==> config.mk <==
export PLATFORM = sky130hd
export DESIGN_NAME = fadd_normalize_round
export DESIGN_NICKNAME = d
export VERILOG_FILES = /design/src/rtl/fadd_normalize_round.sv
export SDC_FILE = /design/constraint.sdc
export NUM_CORES = 1
export LEC_CHECK = 0
export ABC_AREA = 1
export CAP_MARGIN = 20
export CELL_PAD_IN_SITES_DETAIL_PLACEMENT = 0
export CELL_PAD_IN_SITES_GLOBAL_PLACEMENT = 1
export CORE_MARGIN = 1.5
export CORE_UTILIZATION = 42
export CTS_CLUSTER_SIZE = 24
export DETAILED_ROUTE_END_ITERATION = 12
export GPL_ROUTABILITY_DRIVEN = 0
export PLACE_DENSITY_LB_ADDON = 0.12
export REMOVE_ABC_BUFFERS = 1
export SYNTH_ARGS = -nofsm -noshare
export SYNTH_HDL_FRONTEND = slang
export SYNTH_SLANG_ARGS = --single-unit
export TNS_END_PERCENT = 5
==> constraint.sdc <==
create_clock -name clk -period 8.2 [get_ports clk]
set_clock_uncertainty 0.15 [all_clocks]
set_input_delay 1.23 -clock clk [delete_from_list [all_inputs] [get_ports clk]]
set_output_delay 1.23 -clock clk [all_outputs]
set_load 0.01 [all_outputs]
==> src/rtl/fadd_normalize_round.sv <==
// Normalize, round and pack stage behind the single-precision prefix adder (2-stage pipeline).
// Build option FADD_ROUND_RNE_EN: defined -> round-to-nearest-even, undefined -> truncate.
module fadd_normalize_round (
    input  logic        clk,
    input  logic        rst,
    input  logic        in_valid,
    output logic        in_ready,
    input  logic [31:0] sum,
    input  logic [7:0]  exp_in,
    input  logic        sign_in,
    output logic        out_valid,
    input  logic        out_ready,
    output logic [31:0] result,
    output logic [2:0]  flags
);
    localparam int STAGES = 2;

    typedef struct packed {
        logic [31:0] sum;
        logic [7:0]  exp;
        logic        sign;
        logic [4:0]  lz;
    } s1_t;

    logic [STAGES:1]    vld_pipe;
    logic               adv;
    s1_t                s1;
    logic [4:0]         lz;
    logic [31:0]        norm;
    logic signed [9:0]  exp_n;
    logic signed [9:0]  exp_f;
    logic [23:0]        frac_r;
    logic               rnd_up;
    logic [31:0]        res_n;
    logic [2:0]         flg_n;
    logic               unused_norm;

    // Distance of the leading one from bit30; an all-zero field reports 31.
    function automatic logic [4:0] lzc31(input logic [30:0] v);
        logic [4:0] n;
        n = 5'd31;
        for (int i = 0; i <= 30; i++)
            if (v[i]) n = 5'(30 - i);
        return n;
    endfunction

    assign lz        = lzc31(sum[30:0]);
    assign adv       = !vld_pipe[STAGES] || out_ready;
    assign in_ready  = adv;
    assign out_valid = vld_pipe[STAGES];

    always_ff @(posedge clk or posedge rst) begin
        if (rst) begin
            vld_pipe <= '0;
            s1       <= '0;
            result   <= '0;
            flags    <= '0;
        end else if (adv) begin
            vld_pipe <= {vld_pipe[STAGES-1:1], in_valid};
            if (in_valid)
                s1 <= '{sum: sum, exp: exp_in, sign: sign_in, lz: lz};
            if (vld_pipe[1]) begin
                result <= res_n;
                flags  <= flg_n;
            end
        end
    end

    // After normalization norm[30] is the hidden bit, [29:7] fraction, [6] G, [5] R, [4:0] S.
    always_comb begin
        norm  = '0;
        exp_n = '0;
        if (s1.sum[31]) begin
            norm  = {1'b0, s1.sum[31:2], s1.sum[1] | s1.sum[0]};
            exp_n = {2'b00, s1.exp} + 10'd1;
        end else begin
            norm  = s1.sum << s1.lz;
            exp_n = {2'b00, s1.exp} - {5'd0, s1.lz};
        end

`ifdef FADD_ROUND_RNE_EN
        rnd_up = norm[6] & (norm[5] | (|norm[4:0]) | norm[7]);
`else
        rnd_up = 1'b0;
`endif

        frac_r = {1'b0, norm[29:7]} + {23'd0, rnd_up};
        exp_f  = frac_r[23] ? exp_n + 10'sd1 : exp_n;

        res_n = {s1.sign, exp_f[7:0], frac_r[22:0]};
        flg_n = 3'b000;
        if (s1.sum == '0) begin
            res_n = '0;
            flg_n = 3'b001;
        end else if (exp_f >= 10'sd255) begin
            res_n = {s1.sign, 8'hFF, 23'd0};
            flg_n = 3'b100;
        end else if (exp_f <= 10'sd0) begin
            res_n = {s1.sign, 31'd0};
            flg_n = 3'b011;
        end
    end

`ifdef FADD_ROUND_RNE_EN
    assign unused_norm = ^norm[31:30];
`else
    assign unused_norm = ^{norm[31:30], norm[6:0]};
`endif

endmodule

======== Word level (Yosys, flattened, before mapping) ========
Index checks and enable logic that the tools add are counted.
word-level totals
  register bits after elaboration ......... 83
  latch bits .............................. 0
  RAM bits ................................ 0
  ROM bits ................................ 0
  input port bits ......................... 45
  output and inout bits ................... 37
  logic and storage cells ................. 57
  memories ................................ 0
operators by class
  add/sub/neg operators ................... 2
  multipliers ............................. 0
  divide/modulo/power cells ............... 0
  $lt $le $gt $ge ......................... 2
  equal/unequal tests ..................... 0
  shift operators ......................... 1
  muxes and demuxes ....................... 39
  bitwise operators ....................... 1
  reduce and logical (&&, ||, !) cells .... 5
operators by type and width
  operator                                                                 count
  5-bit 2-to-1 mux                                                         30
  31-bit 2-to-1 mux                                                        2
  32-bit zero test                                                         1
  32-bit 2-to-1 mux                                                        1
  32-bit by 5-bit left shift with 30-bit output                            1
  30-bit 2-to-1 mux                                                        1
  10-bit by 9-bit >= comparator with 1-bit output (second input constant)  1
  10-bit by 1-bit <= comparator with 1-bit output (second input constant)  1
  10-bit 2-to-1 mux                                                        1
  8-bit by 1-bit adder with 9-bit output (second input constant)           1
  8-bit by 5-bit subtractor with 9-bit output                              1
  3-bit 2-to-1 mux                                                         2
  2-bit AND reduction                                                      2
  2-bit 2-to-1 mux                                                         1
  1-bit zero test                                                          1
  1-bit logical OR                                                         1
  1-bit 2-to-1 mux                                                         1
  1-bit OR                                                                 1

======== Longest topological paths before layout ========
Gate-level depths: netlist of the first run.
  depth after elaboration ................. 31
  depth in mapped cells ................... 32
  depth with buffers taken out ............ 32

======== Worst setup path before layout of the first run ========
Ideal clock, no wire load.
  kind .................................... reg2reg
  from .................................... register s1[2] in the netlist's numbering
  to ...................................... register result[19]
  setup time .............................. 0.124 ns
  data arrival time ....................... 3.039 ns
  data required time ...................... 7.926 ns
  slack ................................... 4.887 ns
  stages on the path, launching flop included .. 19
  path buffers ............................ 4
  period minus slack after synthesis ...... 3.313 ns
  cell sequence ........................... dfrtp_1 > clkbuf_1 > inv_1 > clkbuf_1 > clkbuf_1 > ha_1 > nand2_1 > nor2_1 > a211oi_2 > nor2_1 > o21ai_2 > a21oi_2 > xnor2_2 > inv_1 > o41ai_2 > nand2_1 > nand3_2 > buf_6 > o21ai_2
on the way
  longest elaborated chain between the ends .. 6
  elaborated cells on any way between the ends .. 9
  those cells by class .................... add/sub: 1; order compare: 2; shift: 1; mux: 5
ends and longest elaborated chain
  element                                          line  source
  from (decl)                                      27    s1_t s1;
  from (signal assigned)                           61    s1 <= '{sum: sum, exp: exp_in, sign: sign_in, lz: lz};
  8-bit by 5-bit subtractor with 9-bit output      78    exp_n = {2'b00, s1.exp} - {5'd0, s1.lz};
  10-bit 2-to-1 mux                                73    if (s1.sum[31]) begin
  10-bit by 1-bit <= comparator with 1-bit output  98    end else if (exp_f <= 10'sd0) begin
  31-bit 2-to-1 mux                                98
  31-bit 2-to-1 mux (*)                            95    end else if (exp_f >= 10'sd255) begin
  32-bit 2-to-1 mux (*)                            92    if (s1.sum == '0) begin
  to (signal assigned)                             63    result <= res_n;
  to (decl)                                        13    output logic [31:0] result,
Every way passes the cells marked *; elsewhere a longest branch is shown, timed or not.
A chain may end at the register's enable or synchronous reset.

======== Worst setup path in the final report of the first run ========
  from .................................... register s1[1] in the netlist's numbering
  to ...................................... register result[17]
The elaborated chain is that of the path after synthesis.

==> metrics, run 1 <==
setup TNS 0 ps; Routed Antenna Nets 0; final instance area 6680 µm²; initial antenna violation count 0; crit share post-route 57.4%; Total GRT Usage between 20 and 25%; outcome complete, no violations; htree depth 3; Die Wd around 120 µm; Clock Sinks 83; mean number of vias per cell approximately 5.3; Post CTS Setup Buffer Count 0; number of max-cap violations 0; grt met1 use between 30 and 40%; final wirelength 15.0 mm; LEAKAGE slightly above 3 nW; core area 12600 µm²; register area share after synthesis between 30% and 40%; largest net degree at the start of global routing 84; CTS tree done; Req. time, crit path around 8300 ps; CP startpoint s1[1]; Mapped Cells around 780; Die ar. about 14000 µm²; Layout area overhead 22.7%; FF-to-FF Start s1[1]; final core occ around 53%; CP startpoint kind register; pwr dens ~260 nW/µm²; vias in the first global route 4758; relative slew slack 38.6%; Synth area leader dfrtp_1; Top Usage Layer GRT met2; Least-Margin Pin Slew 915 ps; effective utilization at floorplan between 40% and 50%; final net count around 880; R2R cell count 15; Yosys cell types 41; Seq. cell area approximately 2100 µm²; reg2reg setup slack between 3000 and 4000 ps; DR iter-0 viols ~470; routing usage on met3 2.99%; I/O pin count a little over 80; Synth Register Bits 83; Worst-Skew Late Latency about 350 ps; share of the synthesized area in the top cell type between 30% and 40%; max-slew violations 0; met2 usage a little over a third; worst-path fanout max 32; Crit. End Element register; hpwl dp about 11 mm; synth top area cells dfrtp_1 38%, nand2_1 17%, o21ai_0 11%, inv_1 5.9%, o21ai_2 3.5%; Critical Path AT about 4800 ps; total CTS buffers 9; first-pass GRT wire length approximately 24 mm; total gr overflow 0; Ys Warns 0; # rows between 40 and 50; Pre-Repair DR Iteration Count 5; VDD IR max slightly above 0.1 mV; min cycle time layout between 4000 and 5000 ps; # setup viols final 0; port bufs roughly 80; Die H ~120 µm; root buf cell clkbuf_16; Post-synth EDFFs 0; clock slew at reported path FFs roughly 60 ps; RSZ-0062 raised after global routing false; synthesized area per cell between 7 and 8 µm²; Post-synth ARST share between 90% and 100%; drt drc 0; reg2reg end result[17]; Max Clock Freq ~210 MHz; Clock Tree Buf Depth 2; Post-synth top flop dfrtp_1; mapped cell area roughly 5400 µm²; vias after detailed routing roughly 5.3k; Hold Slack around 320 ps; multi-input logic area ~2900 µm²; Hold Crit Depth 2; # fillers roughly 1.3k; Crit Path Category reg2reg; placed cell areas approximately 6300 µm²; DR WL/cell between 10 and 15 µm; hold_buf cts 0; CTS resizes 0; ANT cells 0; share of cells above drive strength 1 6.22%; Worst Hold Class reg2reg; Worst Setup EP result[17]; Hold Fails Final Rpt 0
[critical path, stage by stage, from the launching register on]
cell and delay (ps):
dfrtp_1 830, clkinv_1 880, ha_1 560, nand2_1 60, nor2_1 50, a211oi_2 230
nor2_1 80, o21ai_2 160, nand4_1 110, o41ai_2 110, xor2_2 150, nand4_1 90
nand2_1 120, inv_2 90, nand3_2 500, o31ai_1 410
[how the worst min path moves through the flow]
stage / startpoint / endpoint / slack, ps
detailed placement: vld_pipe[1] / vld_pipe[2] / 310
floorplan: vld_pipe[1] / vld_pipe[2] / 280
global route: result[9] / result[9] / 360
finish: vld_pipe[1] / vld_pipe[2] / 320
global placement: vld_pipe[1] / vld_pipe[2] / 290
CTS: vld_pipe[1] / vld_pipe[2] / 330
[per-stage QoR]
stage / total power, mW / std cells / worst slack (ps)
floorplan: 0.988 / 735 / 4290
global placement: 1.28 / 991 / 3660
detailed placement: 1.29 / 991 / 3500
CTS: 1.74 / 1007 / 3480
global route: 1.84 / 1008 / 2940
finish: 1.73 / 1008 / 3500
[layout by cell type (no fill, tap or decap), drive strengths merged, types with 6 or more instances in the layout]
| cell | synthesis | layout |
|---|---|---|
| a21oi | 16 | 16 |
| nor4 | 13 | 13 |
| inv | 86 | 85 |
| nand3 | 29 | 29 |
| nand2 | 251 | 251 |
| clkinv | 6 | 9 |
| o21ai | 140 | 140 |
| o211ai | 11 | 11 |
| dfrtp | 83 | 83 |
| o22ai | 12 | 12 |
| mux2i | 12 | 12 |
| ha | 6 | 6 |
| nor2 | 34 | 34 |
| clkbuf | 37 | 10 |
| clkdlybuf4s50 | 0 | 81 |
[power breakdown]
| part | leakage [nW] | internal, mW | total (mW) | switching [mW] |
|---|---|---|---|---|
| clock network | 0.155 | 0.275 | 0.441 | 0.167 |
| logic | 1.91 | 0.301 | 0.685 | 0.384 |
| registers | 1.04 | 0.513 | 0.603 | 0.0897 |
| total | 3.10 | 1.09 | 1.73 | 0.641 |
[per-layer routing]
| metal | wire length [µm] | vias up |
|---|---|---|
| met5 | 0 | - |
| li1 | - | 2691 |
| met3 | 870 | 24 |
| met2 | 6520 | 175 |
| met4 | 391 | 0 |
| met1 | 7250 | 2403 |
[Yosys cell counts (2+ instances only)]
| cell type | n |
|---|---|
| o311ai_0 | 4 |
| a21oi_1 | 15 |
| o21ai_0 | 116 |
| nor3_1 | 2 |
| buf_6 | 2 |
| a211oi_1 | 3 |
| nor4_1 | 13 |
| mux2i_1 | 12 |
| ha_1 | 6 |
| nand3_1 | 28 |
| o22ai_1 | 12 |
| clkbuf_1 | 37 |
| o211ai_1 | 11 |
| o2111ai_1 | 2 |
| dfrtp_1 | 83 |
| clkinv_1 | 6 |
| nand4_1 | 4 |
| o21ai_1 | 2 |
| inv_1 | 85 |
| o21ai_2 | 22 |
| nand2_1 | 251 |
| o41ai_2 | 2 |
| o221ai_1 | 4 |
| nor2_1 | 34 |
| o31ai_1 | 3 |
| xor2_1 | 2 |
[cells by family after synthesis]
kind of cell	after synthesis	share of synthesized area, %
buffers and inverters	133	9.46
adder cells (fa/ha/maj)	7	1.75
XOR/XNOR	4	0.919
flip-flops	83	38.1
AND/OR/NAND/NOR	335	24.8
multiplexers	12	2.20
AO/OA/AOI/OAI	202	22.7
[final cells by class]
cell class | instances | share of cell area (%)
Clock buffer | 10 | 3.58
Clock inverter | 6 | 1.33
Inverter | 92 | 5.19
Multi-Input combinational cell | 560 | 42.7
Sequential cell | 83 | 31.1
Tap cell | 172 | 3.22
Timing Repair Buffer | 85 | 12.9
[registers in the layout, indices dropped and copies added (netlist names)]
name / flops
result: 32
vld_pipe: 2
flags: 3
s1: 46
Note: power is estimated with default switching activity, not from simulation.
==> inputs of run 2 (changes only) <==
--- a/config.mk
+++ b/config.mk
@@ -10,7 +10,7 @@
 export CELL_PAD_IN_SITES_DETAIL_PLACEMENT = 0
 export CELL_PAD_IN_SITES_GLOBAL_PLACEMENT = 1
 export CORE_MARGIN = 1.5
-export CORE_UTILIZATION = 42
+export CORE_UTILIZATION = 39
 export CTS_CLUSTER_SIZE = 24
 export DETAILED_ROUTE_END_ITERATION = 12
 export GPL_ROUTABILITY_DRIVEN = 0
==> constraint.sdc (replaced) <==
create_clock -name clk -period 4.7 [get_ports clk]
set_clock_uncertainty 0.15 [all_clocks]
set_input_delay 0.705 -clock clk [delete_from_list [all_inputs] [get_ports clk]]
set_output_delay 0.705 -clock clk [all_outputs]
set_load 0.01 [all_outputs]
==> metrics, run 2 (synthesis gave the netlist of run 1 again) <==
Finished Layout Cells 1025 (was 1008); share of cells above drive strength 1 6.98% (was 6.22%); biggest regs s1: 46 flops, result: 32 flops, flags: 3 flops (unchanged); Die H 121 µm (was 117 µm); clock slew at reported path FFs 60 ps (about the same); mean number of vias per cell 5.30 (was 5.25); vias in the first global route 5267 (was 4758); hpwl dp 12.2 mm (was 11.5 mm); worst-path fanout max 23 (was 32); most frequent cells in the layout 251 x nand2_1, 116 x o21ai_0, 84 x inv_1 (unchanged); Critical Path AT 3720 ps (was 4790 ps); ANT cells 0 (unchanged); outcome complete, no violations (unchanged); CTS resizes 0 (unchanged); Die ar. 14700 µm² (was 13700 µm²); Clock Sinks 83 (unchanged); vias after detailed routing 5434 (was 5293); Least-Margin Pin Slew 759 ps (was 915 ps); Clock Tree Buf Depth 2 (unchanged); final net count 892 (was 883); CP startpoint kind register (unchanged); DR iter-0 viols 436 (was 471); root buf cell clkbuf_16 (unchanged); placed insts 1009 (was 991); CTS tree done (unchanged); FF-to-FF Start s1[3] (was s1[1]); Crit. End Element register (unchanged); Top cell by count, worst path inv_1; Post-Place Worst Slack 1070 ps (was 3500 ps); max-slew violations 0 (unchanged); total CTS buffers 9 (unchanged); I/O pin count 82 (unchanged); slack of the critical path 1070 ps (was 3500 ps); Slowest Stage Delay on Critical Path 660 ps (was 880 ps); largest net degree at the start of global routing 64 (was 84); min cycle time layout 3630 ps (was 4700 ps); Worst Hold Class reg2reg (unchanged); Post CTS Setup Buffer Count 0 (unchanged); Critical Path Slowest Stage Cell dfrtp_1 (was clkinv_1); Worst-Skew Late Latency 350 ps (about the same); setup TNS 0 ps (unchanged); Hold Fails Final Rpt 0 (unchanged); Routed Antenna Nets 0 (unchanged); final core occ 48.8% (was 53.0%); # rows 43 (was 41); LEAKAGE 3.13 nW (was 3.10 nW); effective utilization at floorplan 39.6% (was 43.2%); port bufs 81 (unchanged); Hold Slack 315 ps (was 323 ps); drt drc 0 (unchanged); # fillers 1459 (was 1309); number of max-cap violations 0 (unchanged); pwr dens 448 nW/µm² (was 259 nW/µm²); Pre-Repair DR Iteration Count 5 (unchanged); # setup viols final 0 (unchanged); relative slew slack 49.2% (was 38.6%); commonest non-fill, non-tap cell in the layout nand2_1 (unchanged); Req. time, crit path 4790 ps (was 8290 ps); CP startpoint s1[3] (was s1[1]); VDD IR max 0.205 mV (was 0.102 mV); Layout area overhead 23.4% (was 22.7%); crit share post-route 77.3% (was 57.4%); first-pass GRT wire length 26.1 mm (was 24.0 mm); DR WL/cell 15.8 µm (was 14.9 µm); Total GRT Usage 23.2% (was 23.0%); Max Clock Freq 275 MHz (was 213 MHz); CP Cell Sequence inv_1 > ha_1 > inv_1 > o31ai_1 > inv_1 > o21ai_2 > o22ai_1 > xor2_1 > nand4_1 > nand2_1 > inv_2 > nand3_2 > o31ai_1 (was clkinv_1 > ha_1 > nand2_1 > nor2_1 > a211oi_2 > nor2_1 > o21ai_2 > nand4_1 > o41ai_2 > xor2_2 > nand4_1 > nand2_1 > inv_2 > nand3_2 > o31ai_1); htree depth 3 (unchanged); initial antenna violation count 0 (unchanged); max reg flops 46 (unchanged); hold_buf cts 0 (unchanged); total gr overflow 0 (unchanged); hold wc startpoint vld_pipe[1] (unchanged); core area 13800 µm² (was 12600 µm²); final wirelength 16.2 mm (was 15.0 mm); RSZ-0062 raised after global routing false (unchanged); largest reg by FF count s1 (unchanged); Crit Path Category reg2reg (unchanged); Die Wd 121 µm (was 117 µm)
## run 2: area by class of cell
type / count / area, µm² / share of cell area [%]
Inverter: 92 / 347 / 5.15
Clock buffer: 11 / 233 / 3.46
Multi-Input combinational cell: 560 / 2860 / 42.5
Tap cell: 180 / 225 / 3.35
Clock inverter: 5 / 77.6 / 1.15
Sequential cell: 83 / 2080 / 30.9
Timing Repair Buffer: 94 / 908 / 13.5
## run 2: critical path, delay by kind of cell (launching register included)
kind / cells / cell delay, ps
compound gates: 4 / 980
simple gates: 3 / 780
fa+ha+maj: 1 / 350
flops: 1 / 660
buf+inv: 4 / 390
xor+xnor: 1 / 190
## run 2: final timing paths
| path | end | slack (ps) | cells after the start |
|---|---|---|---|
| max | result[0] | 1070 | 13 |
| min | vld_pipe[2] | 320 | 2 |
| max reg2reg | result[0] | 1070 | 13 |
| min reg2reg | vld_pipe[2] | 320 | 2 |
| max in group asynchronous | result[17] | 2740 | 3 |
| min in group asynchronous | s1[6] | 610 | 2 |
## run 2: per-stage QoR
stage / power (mW) / area [µm²]
finish: 3.01 / 6720
global route: 3.22 / 6720
CTS: 3.04 / 6720
detailed placement: 2.28 / 6410
global placement: 2.26 / 6410
floorplan: 1.72 / 5280
## run 2: report_power, final
group / internal [mW] / total, mW / switching [mW]
logic: 0.534 / 1.22 / 0.687
clock network: 0.464 / 0.748 / 0.284
registers: 0.896 / 1.04 / 0.145
## run 2: per-layer routing
| metal | vias to the layer above | part of all wire (%) | wire (µm) | GRT usage (%) |
|---|---|---|---|---|
| met2 | 181 | 48 | 7790 | 39.2 |
| met1 | 2517 | 44 | 7100 | 29.2 |
| li1 | 2702 | - | - | - |
| met4 | 0 | 3.1 | 508 | 11.2 |
| met3 | 34 | 5.0 | 808 | 3.15 |
| met5 | - | 0 | 0 | 0 |
